File: config.mk
export PLATFORM = sky130hd
export DESIGN_NAME = io_stall_controller
export DESIGN_NICKNAME = d
export VERILOG_FILES = /design/src/rtl/io_stall_controller.sv
export SDC_FILE = /design/constraint.sdc
export NUM_CORES = 1
export LEC_CHECK = 0
export BUFFER_PORTS_ARGS = -buffer_cell sky130_fd_sc_hd__buf_2
export CORE_ASPECT_RATIO = 1.1
export CORE_MARGIN = 4
export CORE_UTILIZATION = 30
export CTS_BUF_LIST = sky130_fd_sc_hd__clkbuf_8
export DETAILED_ROUTE_END_ITERATION = 10
export PLACE_DENSITY = 0.6
export SLEW_MARGIN = 20
export SYNTH_ARGS = -nofsm -noshare
export SYNTH_HDL_FRONTEND = slang
export SYNTH_SLANG_ARGS = --single-unit
File: constraint.sdc
create_clock -name clk -period 2.5 [get_ports clk]
set_clock_uncertainty 0.05 [all_clocks]
set_input_delay 0.25 -clock clk [delete_from_list [all_inputs] [get_ports clk]]
set_output_delay 0.25 -clock clk [all_outputs]
set_load 0.005 [all_outputs]
File: src/rtl/io_stall_controller.sv
// io_stall_controller
// Sequences the decoder's halt / input / output strobes into multi-cycle
// behaviour: stalls the PC on an input instruction until a debounced button
// press and release, latches output values for the display, and freezes the
// core permanently on HALT. Register and memory writes are gated so nothing
// architectural is written while the PC is stalled.
//
// Ports:
//   clk, rst        system clock (rising edge), async active-high reset
//   halt            decoder HALT strobe
//   input_flag      decoder input-instruction strobe
//   output_flag     decoder output-instruction strobe
//   reg_write_in    decoder register write enable
//   mem_write_in    decoder memory write enable
//   enter_btn       raw asynchronous confirm button
//   switch_data     board switches
//   out_data        register-file value for an output instruction
//   pc_enable       PC / instruction retire enable (combinational)
//   reg_write_out   gated register write enable (combinational)
//   mem_write_out   gated memory write enable (combinational)
//   input_value     captured switch value
//   display_value   last output value
//   display_valid   sticky, set by the first output instruction
//   waiting_input   high while waiting for button press or release
//   halted          high once HALT has executed
module io_stall_controller #(
  parameter int unsigned DATA_WIDTH      = 32,
  parameter int unsigned DEBOUNCE_CYCLES = 4
) (
  input  logic                  clk,
  input  logic                  rst,
  input  logic                  halt,
  input  logic                  input_flag,
  input  logic                  output_flag,
  input  logic                  reg_write_in,
  input  logic                  mem_write_in,
  input  logic                  enter_btn,
  input  logic [DATA_WIDTH-1:0] switch_data,
  input  logic [DATA_WIDTH-1:0] out_data,
  output logic                  pc_enable,
  output logic                  reg_write_out,
  output logic                  mem_write_out,
  output logic [DATA_WIDTH-1:0] input_value,
  output logic [DATA_WIDTH-1:0] display_value,
  output logic                  display_valid,
  output logic                  waiting_input,
  output logic                  halted
);

  localparam int unsigned CNT_W = $clog2(DEBOUNCE_CYCLES + 1);
  localparam logic [CNT_W-1:0] CNT_LAST = CNT_W'(DEBOUNCE_CYCLES - 1);

  typedef enum logic [2:0] {
    RUN          = 3'd0,
    WAIT_PRESS   = 3'd1,
    WAIT_RELEASE = 3'd2,
    COMMIT       = 3'd3,
    HALTED       = 3'd4
  } state_t;

  state_t           state;
  logic             btn_meta;
  logic             btn_s;
  logic [CNT_W-1:0] cnt;

  // Two-flop synchronizer for the asynchronous button
  always_ff @(posedge clk or posedge rst) begin
    if (rst) begin
      btn_meta <= 1'b0;
      btn_s    <= 1'b0;
    end else begin
      btn_meta <= enter_btn;
      btn_s    <= btn_meta;
    end
  end

  // Sequencer: the debounce counter clears on every state change, so each
  // wait state starts counting from zero.
  always_ff @(posedge clk or posedge rst) begin
    if (rst) begin
      state         <= RUN;
      cnt           <= '0;
      input_value   <= '0;
      display_value <= '0;
      display_valid <= 1'b0;
    end else begin
      case (state)
        RUN: begin
          cnt <= '0;
          if (halt) begin
            state <= HALTED;
          end else if (input_flag) begin
            state <= WAIT_PRESS;
          end else if (output_flag) begin
            display_value <= out_data;
            display_valid <= 1'b1;
          end
        end
        WAIT_PRESS: begin
          if (btn_s) begin
            if (cnt == CNT_LAST) begin
              input_value <= switch_data;
              state       <= WAIT_RELEASE;
              cnt         <= '0;
            end else begin
              cnt <= cnt + CNT_W'(1);
            end
          end else begin
            cnt <= '0;
          end
        end
        WAIT_RELEASE: begin
          if (!btn_s) begin
            if (cnt == CNT_LAST) begin
              state <= COMMIT;
              cnt   <= '0;
            end else begin
              cnt <= cnt + CNT_W'(1);
            end
          end else begin
            cnt <= '0;
          end
        end
        COMMIT: begin
          // input_flag is still presented here and deliberately ignored
          state <= RUN;
          cnt   <= '0;
        end
        HALTED: begin
          cnt <= '0;
        end
        default: begin
          state <= RUN;
          cnt   <= '0;
        end
      endcase
    end
  end

  // Retire only in COMMIT, or in RUN for instructions that do not stall
  assign pc_enable = !rst &&
                     ((state == COMMIT) ||
                      ((state == RUN) && !halt && !input_flag));

  assign reg_write_out = reg_write_in & pc_enable;
  assign mem_write_out = mem_write_in & pc_enable;
  assign waiting_input = (state == WAIT_PRESS) || (state == WAIT_RELEASE);
  assign halted        = (state == HALTED);

endmodule

==> results of run 1 <==
critical path, delay by kind of cell (launching register included):
kind	cells	cell delay [ps]
AO/OA/AOI/OAI	1	280
AND/OR/NAND/NOR	2	750
buffers and inverters	1	100
flip-flops	1	500
cells by family (layout without fill, tap and decap cells):
logic type,after synthesis,count (layout),synth area share [%]
compound gates,6,6,1.91
buf+inv,10,162,3.30
flops,73,73,63.4
fa+ha+maj,1,1,0.434
simple gates,25,25,5.95
mux,64,64,25.0
path summary, 6_finish.rpt:
check	endpoint	slack [ps]	from
worst max-delay path	mem_write_out	220	state[0]
worst min-delay path	input_value[18]	80	switch_data[18]
worst max register to register	display_value[27]	600	state[0]
worst min register to register	btn_s	300	btn_meta
max in group asynchronous	display_value[27]	1230	rst
min in group asynchronous	input_value[28]	530	rst
power by group through the flow:
stage                     registers [mW]  clock network (mW)  logic [mW]
after floorplan                     1.54                   0       0.203
after global placement              1.51                   0       0.538
after detailed placement            1.52                   0       0.550
after CTS                           1.50               0.909       0.551
after global routing                1.53               0.957       0.599
final                               1.49               0.855       0.534
layer usage:
| layer | wire, um | track usage [%] |
|---|---|---|
| met1 | 2380 | 12.8 |
| met2 | 2720 | 17.6 |
| met3 | 735 | 5.16 |
| met4 | 105 | 4.79 |
| met5 | 0 | 0 |
cell type report:
type,instances,area share [%]
clock buffers,11,3.90
clock inverters,5,1.00
inverters,1,0.0967
multi-input cells,96,24.7
flip-flops and latches,73,47.1
well taps,117,3.77
repair buffers,145,19.4
sequential cells by signal (all words and copies together) (netlist names):
register,flops
btn_meta,1
btn_s,1
cnt,3
display_valid,1
display_value,32
input_value,32
state,3
stage by stage:
stage          worst slack, ps  hold slack, ps
2_1_floorplan              347             231
3_5_place_dp               553             286
5_1_grt                   66.5            56.1
6_report                   222            78.8
3_3_place_gp               585             286
4_1_cts                    167            57.8
what timing repair did:
action / in CTS / in global routing
hold buffers: 2 / 0
resized for setup: 0 / 0
hold endpoints to repair: 28 / 0
layout by cell type, fill, tap and decap left out, types with 2 or more instances in the layout:
master	Yosys	routed
nor2_1	3	3
a21oi_1	2	2
nor3b_1	3	3
and2_1	2	2
mux2_2	64	64
dlygate4sd3_1	0	2
nor2b_1	2	2
buf_2	1	141
nand2b_1	3	3
clkbuf_8	0	11
nor3_1	2	2
dfrtp_1	73	73
clkinvlp_4	0	4
nand2_1	4	4
==> results.ini, run 1 <==
[status]
status = finished clean

[logic_synthesis]
synth_largest_area_cell = dfrtp_1
synth_nets = 252
yosys_warnings = 0
synth_cells = 179
synthFlopType = dfrtp_1
synth_seq_cells = 73
syn_avg_cell_area_um2 = 16.1
ys_seq_area_share_pct = 63.4
synth_area_leaders = dfrtp_1 63%, mux2_2 25%, buf_6 2.7%, nor4b_4 0.83%, nor3b_1 0.78%
synth_edf_count = 0
synth_cell_type_count = 25
synth_common_cells = 73 x dfrtp_1, 64 x mux2_2, 7 x buf_6
async_reset_ff_share_pct = 100
yosysMostFrequentCell = dfrtp_1
syn_area_mm2 = 0.00288
yosys.area.top_type_share_pct = 63.4

[power]
p_sw_uw = 734
p_per_area_mw_per_mm2 = 743
peakVddDrop_v = 0.000406
p_leak_nw = 1.98
pwr-share-comb_pct = 18.5
sequentialPowerShare_pct = 51.8
swShare_pct = 25.4
clkPwrFrac_pct = 29.6
p_int_mw = 2.15
total_power_mw = 2.88

[finish]
utilization_pct = 41.5
seqCellArea_mm2 = 0.00183
fill_cells = 895
syn_to_final_growth_pct = 34.7
diodes = 0
multi_input_area_um2 = 960
drive_above_1_share_pct = 69.2
finalNonFillerCells = 448
finalNetCount = 399
fin_area_mm2 = 0.00388

[place]
gp_congestion = 0.681
placed_cells = 430
place_area_mm2 = 0.00367
hpwlAfterDp_um = 4360
io_buffer_count = 141

[job]
cap_violations = 0

[detailed_routing]
drc = 0
wl_um = 5940
wl_per_cell_um = 13.2
dr.pass1.iters = 3
drt_iter0_drc = 41
num_vias = 1937
ant_nets = 0
vias_per_cell = 4.32

[clocking]
clkLatencyLatePin_ps = 340
cts_buffers = 9
htree_num_levels = 3
clk_path_buf_depth = 2
clock-sinks = 73
cts-root-buf = clkbuf_8
clkTransAtPathRegs_ps = 80
cts_tree = done
cts_setup_buffers = 0

[critical_path]
setup.worst_path.end_class = output pin
crit_required_ps = 2200
reg2regPathDepth = 3
worstSetupPathType = reg -> out
arrival_ps = 1980
path_max_fanout = 11
cpMaxStageDelayCell = or4_4
cpPeakStageDelay_ps = 590
crit_path_cell_trace = or4_4, a211oi_4, and2_1, buf_2
start_kind = flip-flop

[floorplan]
die-area_mm2 = 0.0112
initial_core_util_pct = 30.8
rows = 37
die_w_um = 101
core_mm2 = 0.00935
dieHeight_um = 111
num_io_pins = 142

[grt]
antenna_found_initial = 0
grt_max_degree = 47
grt_overflow = 0
track_usage_pct = 11.1
grt_pass1_vias = 2084
grt_pass1_wl_um = 9840

[sta]
tns_ps = 0
hold_viol_final = 0
timing.final.crit_share_pct = 91.1
rsz0062_at_grt = false
period_needed_ps = 2280
slew_headroom_pct = 50.9
finalMaxSlewViolations = 0
tightest_slew_ps = 733
setup_viol = 0
fmax_ghz = 0.439

[worst_hold_path]
hold_path.class = in -> reg
whs_path_depth = 2

Note: power is estimated with default switching activity, not from simulation.
==> run 2: changes to the inputs <==
==> constraint.sdc (replaced) <==
create_clock -name clk -period 2.95 [get_ports clk]
set_clock_uncertainty 0.05 [all_clocks]
set_input_delay 0.295 -clock clk [delete_from_list [all_inputs] [get_ports clk]]
set_output_delay 0.295 -clock clk [all_outputs]
set_load 0.005 [all_outputs]
==> results.ini, run 2 (synthesized netlist as in run 1, its figures left out) <==
[power]
sequentialPowerShare_pct = 49.3
swShare_pct = 23.8
total_power_mw = 2.57
pwr-share-comb_pct = 17.6
p_leak_nw = 1.99
p_per_area_mw_per_mm2 = 661
p_sw_uw = 611
peakVddDrop_v = 0.000275
p_int_mw = 1.96
clkPwrFrac_pct = 33.1

[critical_path]
worstSetupPathType = reg -> out
arrival_ps = 1990
path_max_fanout = 11
reg2reg_from = cnt[0]
setup.worst_path.end_class = output pin
cp_top_family = simple AND/OR/NAND/NOR gates
reg2regPathDepth = 4
r2r-end = input_value[4]
cp.depth = 4
cpMaxStageDelayCell = or4_4
rrSetupSlack_ps = 770
crit_buf_inv = 1
start_kind = flip-flop
crit_required_ps = 2610
cp-endpoint = reg_write_out
crit_path_cell_trace = or4_4, a211oi_4, and2_1, buf_2
cpPeakStageDelay_ps = 590
startpoint = state[0]

[clocking]
cts_tree = done
clkTransAtPathRegs_ps = 70
cts_resized = 0
htree_num_levels = 3
clkLatencyLatePin_ps = 330
cts-root-buf = clkbuf_8
clk_path_buf_depth = 2
cts_setup_buffers = 0
clock-sinks = 73
cts_buffers = 9

[detailed_routing]
wl_per_cell_um = 13.5
drt_iter0_drc = 53
num_vias = 1949
dr.pass1.iters = 6
ant_nets = 0
drc = 0
vias_per_cell = 4.38
wl_um = 6020

[floorplan]
num_io_pins = 142
die-area_mm2 = 0.0112
core_mm2 = 0.00935
dieHeight_um = 111
initial_core_util_pct = 30.8
rows = 37
die_w_um = 101

[grt]
grt_pass1_wl_um = 9920
grt_max_degree = 42
grt_overflow = 0
antenna_found_initial = 0
track_usage_pct = 11.2
grt_pass1_vias = 2170

[sta]
finalMaxSlewViolations = 0
tns_ps = 0
setup_viol = 0
period_needed_ps = 2330
timing.final.crit_share_pct = 79.1
rsz0062_at_grt = false
hold_ws_ps = 60.9
slew_headroom_pct = 43.7
hold_viol_final = 0
fin_ws_ps = 616
fmax_ghz = 0.428
tightest_slew_ps = 840

[finish]
drive_above_1_share_pct = 69.2
reg_top3 = display_value (32), input_value (32)
most-common-layout-cells = 141 x buf_2, 73 x dfrtp_1, 64 x mux2_2, 10 x clkbuf_8, 4 x nand2_1
finalNonFillerCells = 445
syn_to_final_growth_pct = 35.0
finalNetCount = 397
final_common_cell = buf_2
diodes = 0
utilization_pct = 41.6
fin_area_mm2 = 0.00389

[place]
placed_cells = 429
dp_slack_ps = 712
io_buffer_count = 141
hpwlAfterDp_um = 4500
gp_congestion = 0.709
place_area_mm2 = 0.00366

[job]
cap_violations = 0

[status]
status = finished clean

[worst_hold_path]
hold_path.class = in -> async

-- run 2: changes by cell type in the layout (fill, tap and decap cells not counted) --
cell           delta
bufinv_16         +2
clkinv_2          +1
inv_6             -1
buf_4             -1
clkinvlp_4        -2
clkbuf_8          -1
dlygate4sd3_1     -1
-- run 2: cell type report --
type / instances / area [um^2]
fill: 913 / 5460
sequential: 73 / 1830
multi-input combinational: 96 / 960
timing repair buffer: 143 / 736
tap: 117 / 146
clock buffer: 10 / 138
clock inverter: 5 / 80.1
inverter: 1 / 3.75
-- run 2: worst min-delay path by stage --
stage,startpoint,endpoint,slack [ps],cells past startpoint
floorplan,enter_btn,btn_meta,280,0
detailed placement,btn_meta,btn_s,290,0
global route,rst,input_value[9],100,2
CTS,rst,input_value[16],70,2
finish,rst,input_value[3],60,2
global placement,btn_meta,btn_s,290,0
-- run 2: worst register-to-register path: stages, from the launching register on --
cell,delay [ps]
dfrtp_1,360
ha_1,190
nor2b_1,260
nand3b_2,650
mux2_2,540
-- run 2: layer usage --
layer / global-route usage, % / vias to the layer above / share of wire [%]
met5: 0 / - / 0
met4: 5.32 / 0 / 1.5
met2: 17.6 / 101 / 45
met1: 12.6 / 930 / 40
met3: 5.29 / 8 / 13
li1: - / 910 / -
-- run 2: power by group through the flow --
stage	registers, mW	logic, mW	clock network (mW)
CTS	1.27	0.468	0.890
finish	1.27	0.453	0.851
floorplan	1.30	0.172	0
global placement	1.28	0.459	0
detailed placement	1.29	0.467	0
global route	1.30	0.508	0.931
-- run 2: what timing repair did --
action                                  in CTS  in global routing
hold buffers                                 1                  0
endpoints found under the setup margin       0                  0
endpoints found under the hold margin        1                  0
==> run 3: changes to the inputs <==
==> constraint.sdc (replaced) <==
create_clock -name clk -period 2.3 [get_ports clk]
set_clock_uncertainty 0.05 [all_clocks]
set_input_delay 0.23 -clock clk [delete_from_list [all_inputs] [get_ports clk]]
set_output_delay 0.23 -clock clk [all_outputs]
set_load 0.005 [all_outputs]
==> results.ini, run 3 (synthesized netlist as in run 1, its figures left out) <==
[status]
status = finished clean

[critical_path]
cpPeakStageDelay_ps = 550
cp_top_family = simple AND/OR/NAND/NOR gates
crit_path_cell_trace = or4_4, a211oi_4, and2_1, buf_2
setup.worst_path.end_class = output pin
arrival_ps = 1870
crit_required_ps = 2020
worstSetupPathType = reg -> out
path_max_fanout = 10
startpoint = state[1]
cpMaxStageDelayCell = or4_4
start_kind = flip-flop
reg2reg_from = cnt[0]
crit_buf_inv = 1

[grt]
grt_pass1_vias = 2163
grt_pass1_wl_um = 10100
track_usage_pct = 11.6
grt_overflow = 0
antenna_found_initial = 0
grt_max_degree = 33

[detailed_routing]
vias_per_cell = 4.34
dr.pass1.iters = 4
ant_nets = 0
wl_per_cell_um = 13.5
drt_iter0_drc = 17
num_vias = 1963
wl_um = 6100
drc = 0

[place]
place_area_mm2 = 0.00370
gp_congestion = 0.686
dp_slack_ps = 433
hpwlAfterDp_um = 4590
io_buffer_count = 141

[clocking]
cts-root-buf = clkbuf_8
cts_buffers = 9
cts_tree = done
htree_num_levels = 3
clkLatencyLatePin_ps = 340
clock-sinks = 73
clk_path_buf_depth = 2
clkTransAtPathRegs_ps = 70

[floorplan]
core_mm2 = 0.00935
die_w_um = 101
rows = 37
num_io_pins = 142
dieHeight_um = 111
die-area_mm2 = 0.0112
initial_core_util_pct = 30.8

[power]
p_per_area_mw_per_mm2 = 852
pwr-share-comb_pct = 17.3
peakVddDrop_v = 0.000390
clkPwrFrac_pct = 34.7
p_int_mw = 2.60
p_leak_nw = 2.04
swShare_pct = 23.2
sequentialPowerShare_pct = 48.1
p_sw_uw = 784

[sta]
fmax_ghz = 0.465
tightest_slew_ps = 431
tns_ps = 0
slew_headroom_pct = 71.2
fin_ws_ps = 147
timing.final.crit_share_pct = 93.6
rsz0062_at_grt = false
hold_viol_final = 0
period_needed_ps = 2150
finalMaxSlewViolations = 0
setup_viol = 0

[finish]
diodes = 0
drive_above_1_share_pct = 69.6
final_common_cell = buf_2
finalNetCount = 403
most-common-layout-cells = 141 x buf_2, 71 x dfrtp_1, 64 x mux2_2, 9 x clkbuf_8
fin_area_mm2 = 0.00397
reg_top3 = display_value (32), input_value (32)
fill_cells = 915
syn_to_final_growth_pct = 37.8

[worst_hold_path]
hold_path.class = in -> reg
worst_hold_startpoint = out_data[22]

[job]
cap_violations = 0

run 3: cell types whose count changed in the layout (fill, tap and decap cells not counted), moves of 2 or more:
cell,change
inv_1,+2
dfrtp_2,+2
dfrtp_1,-2
clkinvlp_4,-2
buf_4,+4
run 3: path summary, 6_finish.rpt:
kind / endpoint / slack, ps / cells after the start
max: reg_write_out / 150 / 4
min: display_value[22] / 60 / 2
max reg2reg: input_value[8] / 500 / 5
min reg2reg: btn_s / 310 / 0
max in group asynchronous: state[0] / 1070 / 4
min in group asynchronous: cnt[1] / 470 / 3
run 3: timing repair:
| action | in CTS | in global routing |
|---|---|---|
| hold buffers | 2 | 0 |
| setup endpoints to repair | 0 | 2 |
| endpoints found under the hold margin | 19 | 0 |
| resized for setup | 0 | 2 |
| buffers inserted | 0 | 2 |
run 3: cell type report:
class	count	area, um^2	area share [%]
clock buffer	9	124	3.12
clock inverter	7	111	2.80
inverter	1	3.75	0.0945
multi-input combinational	96	960	24.2
sequential	73	1830	46.1
tap	117	146	3.69
timing repair buffer	149	796	20.0
run 3: routing by layer:
layer / up-vias / wire [um] / global-route usage, %
met3: 9 / 766 / 4.85
met4: 0 / 148 / 6.65
li1: 925 / - / -
met2: 100 / 2610 / 17.5
met1: 929 / 2580 / 13.6
met5: - / 0 / 0
run 3: power by group through the flow:
| stage | combinational (mW) | sequential (mW) | clock (mW) |
|---|---|---|---|
| final | 0.584 | 1.62 | 1.17 |
| after global routing | 0.654 | 1.66 | 1.29 |
| after CTS | 0.603 | 1.63 | 1.23 |
| after detailed placement | 0.600 | 1.65 | 0 |
| after global placement | 0.590 | 1.64 | 0 |
| after floorplan | 0.221 | 1.67 | 0 |
run 3: through the flow:
stage / utilization [%] / hold slack (ps) / power [mW] / cells
floorplan: - / 211 / 1.89 / 179
global placement: 39.5 / 252 / 2.23 / 432
detailed placement: 39.5 / 246 / 2.25 / 432
CTS: 42.3 / 36.6 / 3.46 / 450
global route: 42.5 / 43.2 / 3.61 / 452
finish: 42.5 / 63.9 / 3.38 / 452
